[src/rtl/mul_hilo_ctrl.sv]
// Sequencer and HI/LO result stage for the multi-cycle signed Booth multiplier.
// Holds operands for LATENCY cycles, then captures the 2*DATA_WIDTH product into HI/LO.
module mul_hilo_ctrl #(
  parameter int DATA_WIDTH = 32,
  parameter int LATENCY    = 4
) (
  input  logic                    clock,
  input  logic                    clear_n,
  input  logic                    start,
  input  logic [DATA_WIDTH-1:0]   op_q,
  input  logic [DATA_WIDTH-1:0]   op_m,
  input  logic                    flush,
  input  logic                    wr_hi,
  input  logic                    wr_lo,
  input  logic [DATA_WIDTH-1:0]   wr_data,
  output logic [DATA_WIDTH-1:0]   mul_q,
  output logic [DATA_WIDTH-1:0]   mul_m,
  input  logic [2*DATA_WIDTH-1:0] mul_prod,
  output logic [DATA_WIDTH-1:0]   hi,
  output logic [DATA_WIDTH-1:0]   lo,
  output logic                    busy,
  output logic                    done
);

  localparam int CNT_W = 4;

  typedef enum logic {
    ST_IDLE,
    ST_WAIT
  } state_t;

  state_t            state;
  state_t            state_next;
  logic [CNT_W-1:0]  cnt;
  logic [CNT_W-1:0]  cnt_next;
  logic              load_ops;
  logic              capture;

  // Counter counts down from LATENCY-1; the edge that sees zero is the capture edge.
  always_comb begin
    state_next = state;
    cnt_next   = cnt;
    load_ops   = 1'b0;
    capture    = 1'b0;
    case (state)
      ST_IDLE: begin
        if (start && !flush) begin
          load_ops   = 1'b1;
          cnt_next   = CNT_W'(LATENCY - 1);
          state_next = ST_WAIT;
        end
      end
      ST_WAIT: begin
        if (flush) begin
          state_next = ST_IDLE;
        end else if (cnt == '0) begin
          capture    = 1'b1;
          state_next = ST_IDLE;
        end else begin
          cnt_next = cnt - CNT_W'(1);
        end
      end
      default: state_next = ST_IDLE;
    endcase
  end

  always_ff @(posedge clock or negedge clear_n) begin
    if (!clear_n) begin
      state <= ST_IDLE;
      cnt   <= '0;
    end else begin
      state <= state_next;
      cnt   <= cnt_next;
    end
  end

  // Operands stay put after completion or flush so the multiplier inputs never glitch.
  always_ff @(posedge clock or negedge clear_n) begin
    if (!clear_n) begin
      mul_q <= '0;
      mul_m <= '0;
    end else if (load_ops) begin
      mul_q <= op_q;
      mul_m <= op_m;
    end
  end

  // A product capture overrides any direct write landing on the same edge.
  always_ff @(posedge clock or negedge clear_n) begin
    if (!clear_n) begin
      hi   <= '0;
      lo   <= '0;
      done <= 1'b0;
    end else begin
      done <= capture;
      if (capture) begin
        hi <= mul_prod[2*DATA_WIDTH-1:DATA_WIDTH];
        lo <= mul_prod[DATA_WIDTH-1:0];
      end else begin
        if (wr_hi) hi <= wr_data;
        if (wr_lo) lo <= wr_data;
      end
    end
  end

  assign busy = (state == ST_WAIT);

endmodule

[config.mk]
export PLATFORM = sky130hd
export DESIGN_NAME = mul_hilo_ctrl
export DESIGN_NICKNAME = d
export VERILOG_FILES = /design/src/rtl/mul_hilo_ctrl.sv
export SDC_FILE = /design/constraint.sdc
export NUM_CORES = 1
export LEC_CHECK = 0
export ABC_AREA = 1
export CAP_MARGIN = 40
export CORE_UTILIZATION = 25
export CTS_BUF_LIST = sky130_fd_sc_hd__clkbuf_4
export DETAILED_ROUTE_END_ITERATION = 6
export GPL_ROUTABILITY_DRIVEN = 1
export PLACE_DENSITY_LB_ADDON = 0.1
export SYNTH_ARGS = -nofsm -noshare
export SYNTH_HDL_FRONTEND = slang
export SYNTH_SLANG_ARGS = --single-unit
[constraint.sdc]
create_clock -name clock -period 2 [get_ports clock]
set_clock_uncertainty 0.05 [all_clocks]
set_input_delay 0.5 -clock clock [delete_from_list [all_inputs] [get_ports clock]]
set_output_delay 0.5 -clock clock [all_outputs]
set_load 0.05 [all_outputs]
==> impl_metrics.toml, run 1 <==
[placed_design]
dp_hpwl_mm = 13.8
pre_cts_ws_ns = 0.0950
placed_cells = 1224
gp_congestion = 0.785
io_buffer_count = 295

[sta]
layout_worst_path_cycle_share_pct = 92.1
hold_viol = 0
setup_tns_ns = 0
min_period_ns = 1.84
fmax_mhz = 543
report.final.slew_viol_count = 0
setup_viol = 0
rsz0062_at_grt = "false"
setup_ws_ns = 0.158
worst_pin_slew_ns = 0.402
worst_slew_margin_rel_pct = 73.2
whs_ns = 0.382

[floorplan]
core_area_mm2 = 0.0227
start_util_pct = 25.6
row_count = 55
dieWidth_um = 155
dieArea_mm2 = 0.0239
die_h_um = 155
ios = 296

[detailed_routing]
vias = 5561
wl_mm = 19.4
route.detailed.drc = 0
drtAntennaViolNets = 0
viasPerCell = 4.42
drtPass1Iterations = 5
drt-initial-drc-count = 294
avgRoutedWirePerCell_um = 15.4

[global_route]
gr-total-overflow = 0
grtUsageTotal_pct = 16.7
grt_start_max_net_pins = 55
grt_pass1_wl_mm = 30.8
grt_pass1_vias = 5531
antenna_found_initial = 2

[final_layout]
final_cells = 1259
layout-drive-gt1-share_pct = 19.5
area_growth_syn_to_layout_pct = 58.1
final_nets = 1127

[synthesis]
yosysUniqueCellTypes = 16
ys_ff_latch = 134
yosys.area.top_type = "dfrtp_1"
synth_fp_nets = 836
syn_avg_cell_area_um2 = 8.70
yosysTopAreaCellShare_pct = 57.7
netlist_area_mm2 = 0.00581
seq_area_frac_synth_pct = 57.7
yosysWarningCount = 0
synthTopCellsByArea = "dfrtp_1 (58%), nand3_1 (17%), nand2_1 (9.0%), o21ai_0 (5.9%), inv_1 (4.6%)"
syn_inst = 668

[critical_path]
crit_fanout = 6
r2r_slack_ns = 0.29
worstPathRequired_ns = 1.45
r2r_end = "lo[12]$_DFFE_PN0P_"
critPathArrivalTime_ns = 1.29
worstRegToRegCells = 9
r2r-start = "cnt[0]$_DFFE_PN0P_"
cp-end-kind = "output port"
crit_type = "reg -> out"
startpoint_type = "flip-flop"

[worst_hold_path]
min_path_type = "in -> async"

[clock_network]
clk_latency_ns = 0.53
cts_resized = 0
tritoncts = "yes"
clockBufferDepth = 2
root_buffer = "clkbuf_4"
cts_buffers = 17
htreeDepth = 4
clock-sinks = 134
clk_transition_reported_paths_ns = 0.13
postCtsSetupRepairBufs = 0

[pwr]
p_leak_nw = 4.51
peakVddDrop_mv = 0.398
power_density_mw_per_mm2 = 961
power.total_mw = 8.84

[flow_run]
cap_viol_max_count = 0

[status]
outcome = "finished clean"
## cell usage after synthesis, drive strengths merged
cell type	number
nand2	139
ha	2
buf	38
dfrtp	134
nand3	196
inv	74
nor2	5
o21ai	68
clkbuf	11
xor2	1
## kinds of logic after synthesis
family                     share of synthesized area, %
xor gates and xnor gates                          0.151
buffers and inverters                              9.60
and+or+nand+nor                                    26.3
DFF                                                57.7
adders and majority gates                         0.430
AOI/OAI and AO/OA                                  5.85
## registers in the layout, indices dropped and copies added (netlist names)
register / cells
mul_q: 32
hi: 32
busy: 1
cnt: 4
lo: 32
done: 1
mul_m: 32
## power breakdown
| group | switching (mW) | internal, mW | leakage [nW] |
|---|---|---|---|
| sequential | 0.261 | 3.14 | 1.65 |
| clock | 1.14 | 0.874 | 0.156 |
| combinational | 2.28 | 1.15 | 2.71 |
## critical path: stages (launching register included)
cell	delay, ns
dfrtp_1	0.41
buf_4	0.16
buf_4	0.19
## worst max path at each step
stage / to / from / depth (start not counted) / slack (ns)
2_1_floorplan: hi[12]$_DFFE_PN0P_ / busy$_DFF_PN0_ / 7 / 0.38
3_3_place_gp: hi[12]$_DFFE_PN0P_ / flush / 7 / 0.11
3_5_place_dp: lo[12]$_DFFE_PN0P_ / flush / 7 / 0.1
4_1_cts: busy / busy$_DFF_PN0_ / 2 / 0.08
5_1_grt: busy / busy$_DFF_PN0_ / 2 / 0.04
6_report: busy / busy$_DFF_PN0_ / 2 / 0.16
## placed cells by master, fill, tap and decap left out, drive strengths merged
cell,instances
diode,2
clkinvlp,2
ha,2
inv,79
buf,156
dlygate4sd3,1
clkbuf,17
nand2,139
dfrtp,134
o21ai,68
xor2,1
nor2,5
clkdlybuf4s50,164
clkinv,5
nand3,196
bufinv,3
## stage by stage
stage / area (um2) / util (%)
6_report: 9190 / 40.5
5_1_grt: 9190 / 40.5
4_1_cts: 9190 / 40.5
3_5_place_dp: 8880 / 39.1
3_3_place_gp: 8880 / 39.1
2_1_floorplan: 5810 / -
## per-layer routing
layer | track usage [%] | up-vias | share of wire [%]
li1 | - | 2757 | -
met1 | 22.3 | 2554 | 45
met5 | 0 | - | 0.087
met4 | 5.23 | 2 | 1.0
met2 | 24.7 | 234 | 43
met3 | 6.72 | 14 | 10
## layout make-up
class	instances	area (um2)
fill	2350	13500
sequential	134	3350
timing repair buffer	321	2980
multi-input combinational	411	1920
tap	285	357
inverter	74	278
clock inverter	15	174
clock buffer	17	128
antenna	2	5.00
## timing repair
action                     in CTS  in global routing
hold endpoints to repair       33                  0
setup endpoints to repair       0                  0
hold buffers                    1                  0
Power figures use the tool's default switching activity.
==> run 2: changes to the inputs <==
==> constraint.sdc (replaced) <==
create_clock -name clock -period 2.2 [get_ports clock]
set_clock_uncertainty 0.05 [all_clocks]
set_input_delay 0.55 -clock clock [delete_from_list [all_inputs] [get_ports clock]]
set_output_delay 0.55 -clock clock [all_outputs]
set_load 0.05 [all_outputs]
==> impl_metrics.toml, run 2 (synthesis gave the netlist of run 1 again) <==
[status]
outcome = "finished clean"

[global_route]
met2_usage_pct = 24.0
antenna_found_initial = 2
grt_pass1_vias = 5376
gr-total-overflow = 0
busiest_layer = "met2"
grtUsageMet1_pct = 22.3
grt_start_max_net_pins = 85
grtUsageTotal_pct = 16.4
grt_pass1_wl_mm = 30.4
met3_usage_pct = 6.25

[final_layout]
design_area_mm2 = 0.00924
postLayoutCoreUtil_pct = 40.7
regArea_mm2 = 0.00335
final_common_cell = "nand3_1"
final_nets = 1121
area_growth_syn_to_layout_pct = 58.9
multi_input_area_mm2 = 0.00192
layout-drive-gt1-share_pct = 8.39
layout_common_cells = "nand3_1 (194), clkdlybuf4s50_1 (164), nand2_1 (139)"
final.fill_count = 2402

[flow_run]
cap_viol_max_count = 0

[detailed_routing]
route.detailed.drc = 0
drt-initial-drc-count = 299
drtPass1Iterations = 4
drtAntennaViolNets = 0
vias = 5513
wl_mm = 19.4
viasPerCell = 4.40
avgRoutedWirePerCell_um = 15.5

[clock_network]
htreeDepth = 4
clk_latency_ns = 0.52
clockBufferDepth = 2
clk_transition_reported_paths_ns = 0.14
cts_buffers = 17
tritoncts = "yes"
root_buffer = "clkbuf_4"
clock-sinks = 134
postCtsSetupRepairBufs = 0

[floorplan]
core_area_mm2 = 0.0227
dieWidth_um = 155
row_count = 55
ios = 296
start_util_pct = 25.6
die_h_um = 155
dieArea_mm2 = 0.0239

[placed_design]
dp_hpwl_mm = 13.5
dpl_cell_area_mm2 = 0.00908
gp_congestion = 0.745
io_buffer_count = 295

[critical_path]
r2r-start = "cnt[0]$_DFFE_PN0P_"
cpLargestDelayFamily = "buffers and inverters"
r2r_end = "hi[26]$_DFFE_PN0P_"
cp_cell_sequence = "dlygate4sd2_1"
cp-end-kind = "output port"
crit_fanout = 2
r2r_slack_ns = 0.46
crit_type = "reg -> out"
worstRegToRegCells = 9
crit_buf_inv = 1
slowest_stage = "dlygate4sd2_1"
worstPathRequired_ns = 1.60
startpoint_type = "flip-flop"
critPathMaxStageDelay_ns = 0.54
critPathArrivalTime_ns = 1.48

[pwr]
power.total_mw = 7.78
p_leak_nw = 4.59
peakVddDrop_mv = 0.340
power_density_mw_per_mm2 = 842

[sta]
layout_worst_path_cycle_share_pct = 94.6
fmax_mhz = 481
hold_viol = 0
min_period_ns = 2.08
setup_tns_ns = 0
worst_pin_slew_ns = 0.539
whs_ns = 0.442
setup_viol = 0
rsz0062_at_grt = "false"
worst_slew_margin_rel_pct = 64.2
report.final.slew_viol_count = 0

[worst_hold_path]
min_path_type = "in -> async"
[run 2: cell types whose count changed in the layout (fill, tap and decap cells not counted), moves of 2 or more]
cell / before / now
buf_4: 143 / 34
clkinv_4: 1 / 3
dlygate4sd2_1: 0 / 104
clkinv_2: 1 / 3
[run 2: cell type report]
cell class / count / share of cell area [%]
Sequential cell: 134 / 36.3
Timing Repair Buffer: 315 / 33.0
Multi-Input combinational cell: 411 / 20.8
Tap cell: 285 / 3.86
Inverter: 74 / 3.01
Clock inverter: 15 / 1.64
Clock buffer: 17 / 1.38
Antenna cell: 1 / 0.0271
[run 2: repair_timing]
action | CTS | global route
endpoints found under the hold margin | 35 | 0
gates resized for setup | 104 | 0
hold buffers | 1 | 0
endpoints found under the setup margin | 104 | 0
[run 2: worst max-delay path by stage]
stage	start	slack, ns	end	cells past startpoint
floorplan	busy$_DFF_PN0_	0.58	hi[12]$_DFFE_PN0P_	7
global placement	flush	0.24	lo[19]$_DFFE_PN0P_	7
detailed placement	flush	0.20	mul_q[21]$_DFFE_PN0P_	5
finish	hi[15]$_DFFE_PN0P_	0.12	hi[15]	1
global route	mul_m[5]$_DFFE_PN0P_	0.03	mul_m[5]	1
CTS	hi[15]$_DFFE_PN0P_	0.04	hi[15]	1
[run 2: report_power, final]
group	internal (mW)	total (mW)	switching, mW	leakage, nW
combinational	0.923	2.99	2.07	2.78
sequential	2.86	3.08	0.223	1.65
clock	0.681	1.71	1.03	0.152
total	4.46	7.78	3.32	4.59
[run 2: stage by stage]
step | worst slack (ns) | instances
5_1_grt | 0.0253 | 1252
3_3_place_gp | 0.245 | 1218
2_1_floorplan | 0.585 | 668
4_1_cts | 0.0424 | 1251
6_report | 0.120 | 1252
3_5_place_dp | 0.199 | 1218
[run 2: routing by layer]
metal  wire, um  vias to the layer above
li1           -                     2744
met5         13                        -
met2       8210                      237
met1       8960                     2518
met4        194                        2
met3       2060                       12
==> run 3: changes to the inputs <==
--- a/config.mk
+++ b/config.mk
@@ -7,11 +7,11 @@
 export LEC_CHECK = 0
 export ABC_AREA = 1
 export CAP_MARGIN = 40
+export CORE_MARGIN = 8
 export CORE_UTILIZATION = 25
 export CTS_BUF_LIST = sky130_fd_sc_hd__clkbuf_4
 export DETAILED_ROUTE_END_ITERATION = 6
 export GPL_ROUTABILITY_DRIVEN = 1
-export PLACE_DENSITY_LB_ADDON = 0.1
 export SYNTH_ARGS = -nofsm -noshare
 export SYNTH_HDL_FRONTEND = slang
 export SYNTH_SLANG_ARGS = --single-unit
==> impl_metrics.toml, run 3 (synthesis gave the netlist of run 1 again) <==
[flow_run]
cap_viol_max_count = 0

[final_layout]
final_nets = 1122
final_cells = 1259
layout-drive-gt1-share_pct = 9.00
final.fill_count = 2371
layout_common_cells = "nand3_1 (194), clkdlybuf4s50_1 (164), nand2_1 (139)"
area_growth_syn_to_layout_pct = 58.5
final_common_cell = "nand3_1"

[clock_network]
htreeDepth = 4
cts_buffers = 17
clk_transition_reported_paths_ns = 0.15
root_buffer = "clkbuf_4"
clockBufferDepth = 2
clock-sinks = 134
clk_latency_ns = 0.51
postCtsSetupRepairBufs = 0
tritoncts = "yes"

[global_route]
antenna_found_initial = 2
grt_start_max_net_pins = 61
grt_pass1_vias = 5819
grtUsageTotal_pct = 15.3
gr-total-overflow = 0
grt_pass1_wl_mm = 33.9

[critical_path]
crit_buf_inv = 1
crit_cells = 1
critPathArrivalTime_ns = 1.46
r2r_end = "hi[0]$_DFFE_PN0P_"
r2r_slack_ns = 0.30
cp-end-kind = "output port"
crit_type = "reg -> out"
startpoint_type = "flip-flop"
crit_path_start = "hi[18]$_DFFE_PN0P_"
critPathMaxStageDelay_ns = 0.55
slowest_stage = "dlygate4sd2_1"
r2r-start = "cnt[0]$_DFFE_PN0P_"
worstPathRequired_ns = 1.60
worstRegToRegCells = 9
crit_fanout = 2
cpLargestDelayFamily = "buffers and inverters"
cp_cell_sequence = "dlygate4sd2_1"
worstSetupEndpoint = "hi[18]"

[pwr]
power_density_mw_per_mm2 = 839
power_frac_comb_pct = 39.0
swShare_pct = 43.6
clock_power_share_pct = 21.1
peakVddDrop_mv = 0.411
intPower_mw = 4.36
p_seq_share_pct = 39.8
p_sw_mw = 3.37
p_leak_nw = 4.55

[floorplan]
die_h_um = 169
start_util_pct = 25.1
core_area_mm2 = 0.0231
dieWidth_um = 169
ios = 296
row_count = 56
dieArea_mm2 = 0.0284

[sta]
layout_worst_path_cycle_share_pct = 93.5
whs_ns = 0.437
rsz0062_at_grt = "false"
worst_slew_margin_rel_pct = 63.9
fmax_mhz = 486
setup_viol = 0
hold_viol = 0
report.final.slew_viol_count = 0
min_period_ns = 2.06
setup_tns_ns = 0
setup_ws_ns = 0.143
worst_pin_slew_ns = 0.543

[placed_design]
gp_congestion = 0.787
placed_cells = 1224
dp_hpwl_mm = 15.8
io_buffer_count = 295
pre_cts_ws_ns = 0.140

[detailed_routing]
drt-initial-drc-count = 493
route.detailed.drc = 0
drtPass1Iterations = 4
drtAntennaViolNets = 0
wl_mm = 21.8
avgRoutedWirePerCell_um = 17.3
viasPerCell = 4.48
vias = 5642

[worst_hold_path]
min_path_type = "in -> async"

[status]
outcome = "finished clean"
==> run 3: worst min path at each step <==
stage / slack, ns / start / end
finish: 0.44 / clear_n / lo[12]$_DFFE_PN0P_
global route: 0.40 / clear_n / lo[12]$_DFFE_PN0P_
CTS: 0.39 / clear_n / lo[12]$_DFFE_PN0P_
detailed placement: 0.42 / mul_q[28]$_DFFE_PN0P_ / mul_q[28]$_DFFE_PN0P_
global placement: 0.42 / mul_q[0]$_DFFE_PN0P_ / mul_q[0]$_DFFE_PN0P_
floorplan: 0.20 / clear_n / busy$_DFF_PN0_
==> run 3: layout make-up <==
class | count | area [um2] | share of cell area, %
Inverter | 74 | 278 | 3.01
Sequential cell | 134 | 3350 | 36.4
Clock inverter | 14 | 129 | 1.40
Antenna cell | 2 | 5.00 | 0.0543
Multi-Input combinational cell | 411 | 1920 | 20.9
Timing Repair Buffer | 316 | 3030 | 32.9
Clock buffer | 18 | 135 | 1.47
Tap cell | 290 | 363 | 3.94
==> run 3: metrics by stage <==
stage	utilization, %	area, um2	power, mW
finish	39.8	9210	7.73
detailed placement	39.2	9060	6.40
global route	39.8	9210	8.19
floorplan	-	5810	5.02
CTS	39.8	9210	7.90
global placement	39.2	9060	6.38
==> run 3: what timing repair did <==
| item | in CTS | in global routing |
|---|---|---|
| hold endpoints to repair | 33 | 0 |
| endpoints found under the setup margin | 101 | 0 |
| hold buffers | 1 | 0 |
| resized for setup | 101 | 0 |
==> run 3: power groups by stage <==
| stage | clock, mW | sequential, mW | combinational [mW] |
|---|---|---|---|
| 2_1_floorplan | 0 | 4.48 | 0.539 |
| 3_3_place_gp | 0 | 3.13 | 3.26 |
| 3_5_place_dp | 0 | 3.14 | 3.27 |
| 4_1_cts | 1.75 | 3.08 | 3.07 |
| 5_1_grt | 1.83 | 3.14 | 3.23 |
| 6_report | 1.63 | 3.08 | 3.02 |
==> run 3: routing by layer <==
metal	share of wire [%]	track usage [%]	routed length [um]
met1	43	19.0	9330
met5	0.060	0	13
met3	13	7.50	2850
met2	43	22.9	9360
met4	1.3	4.58	280
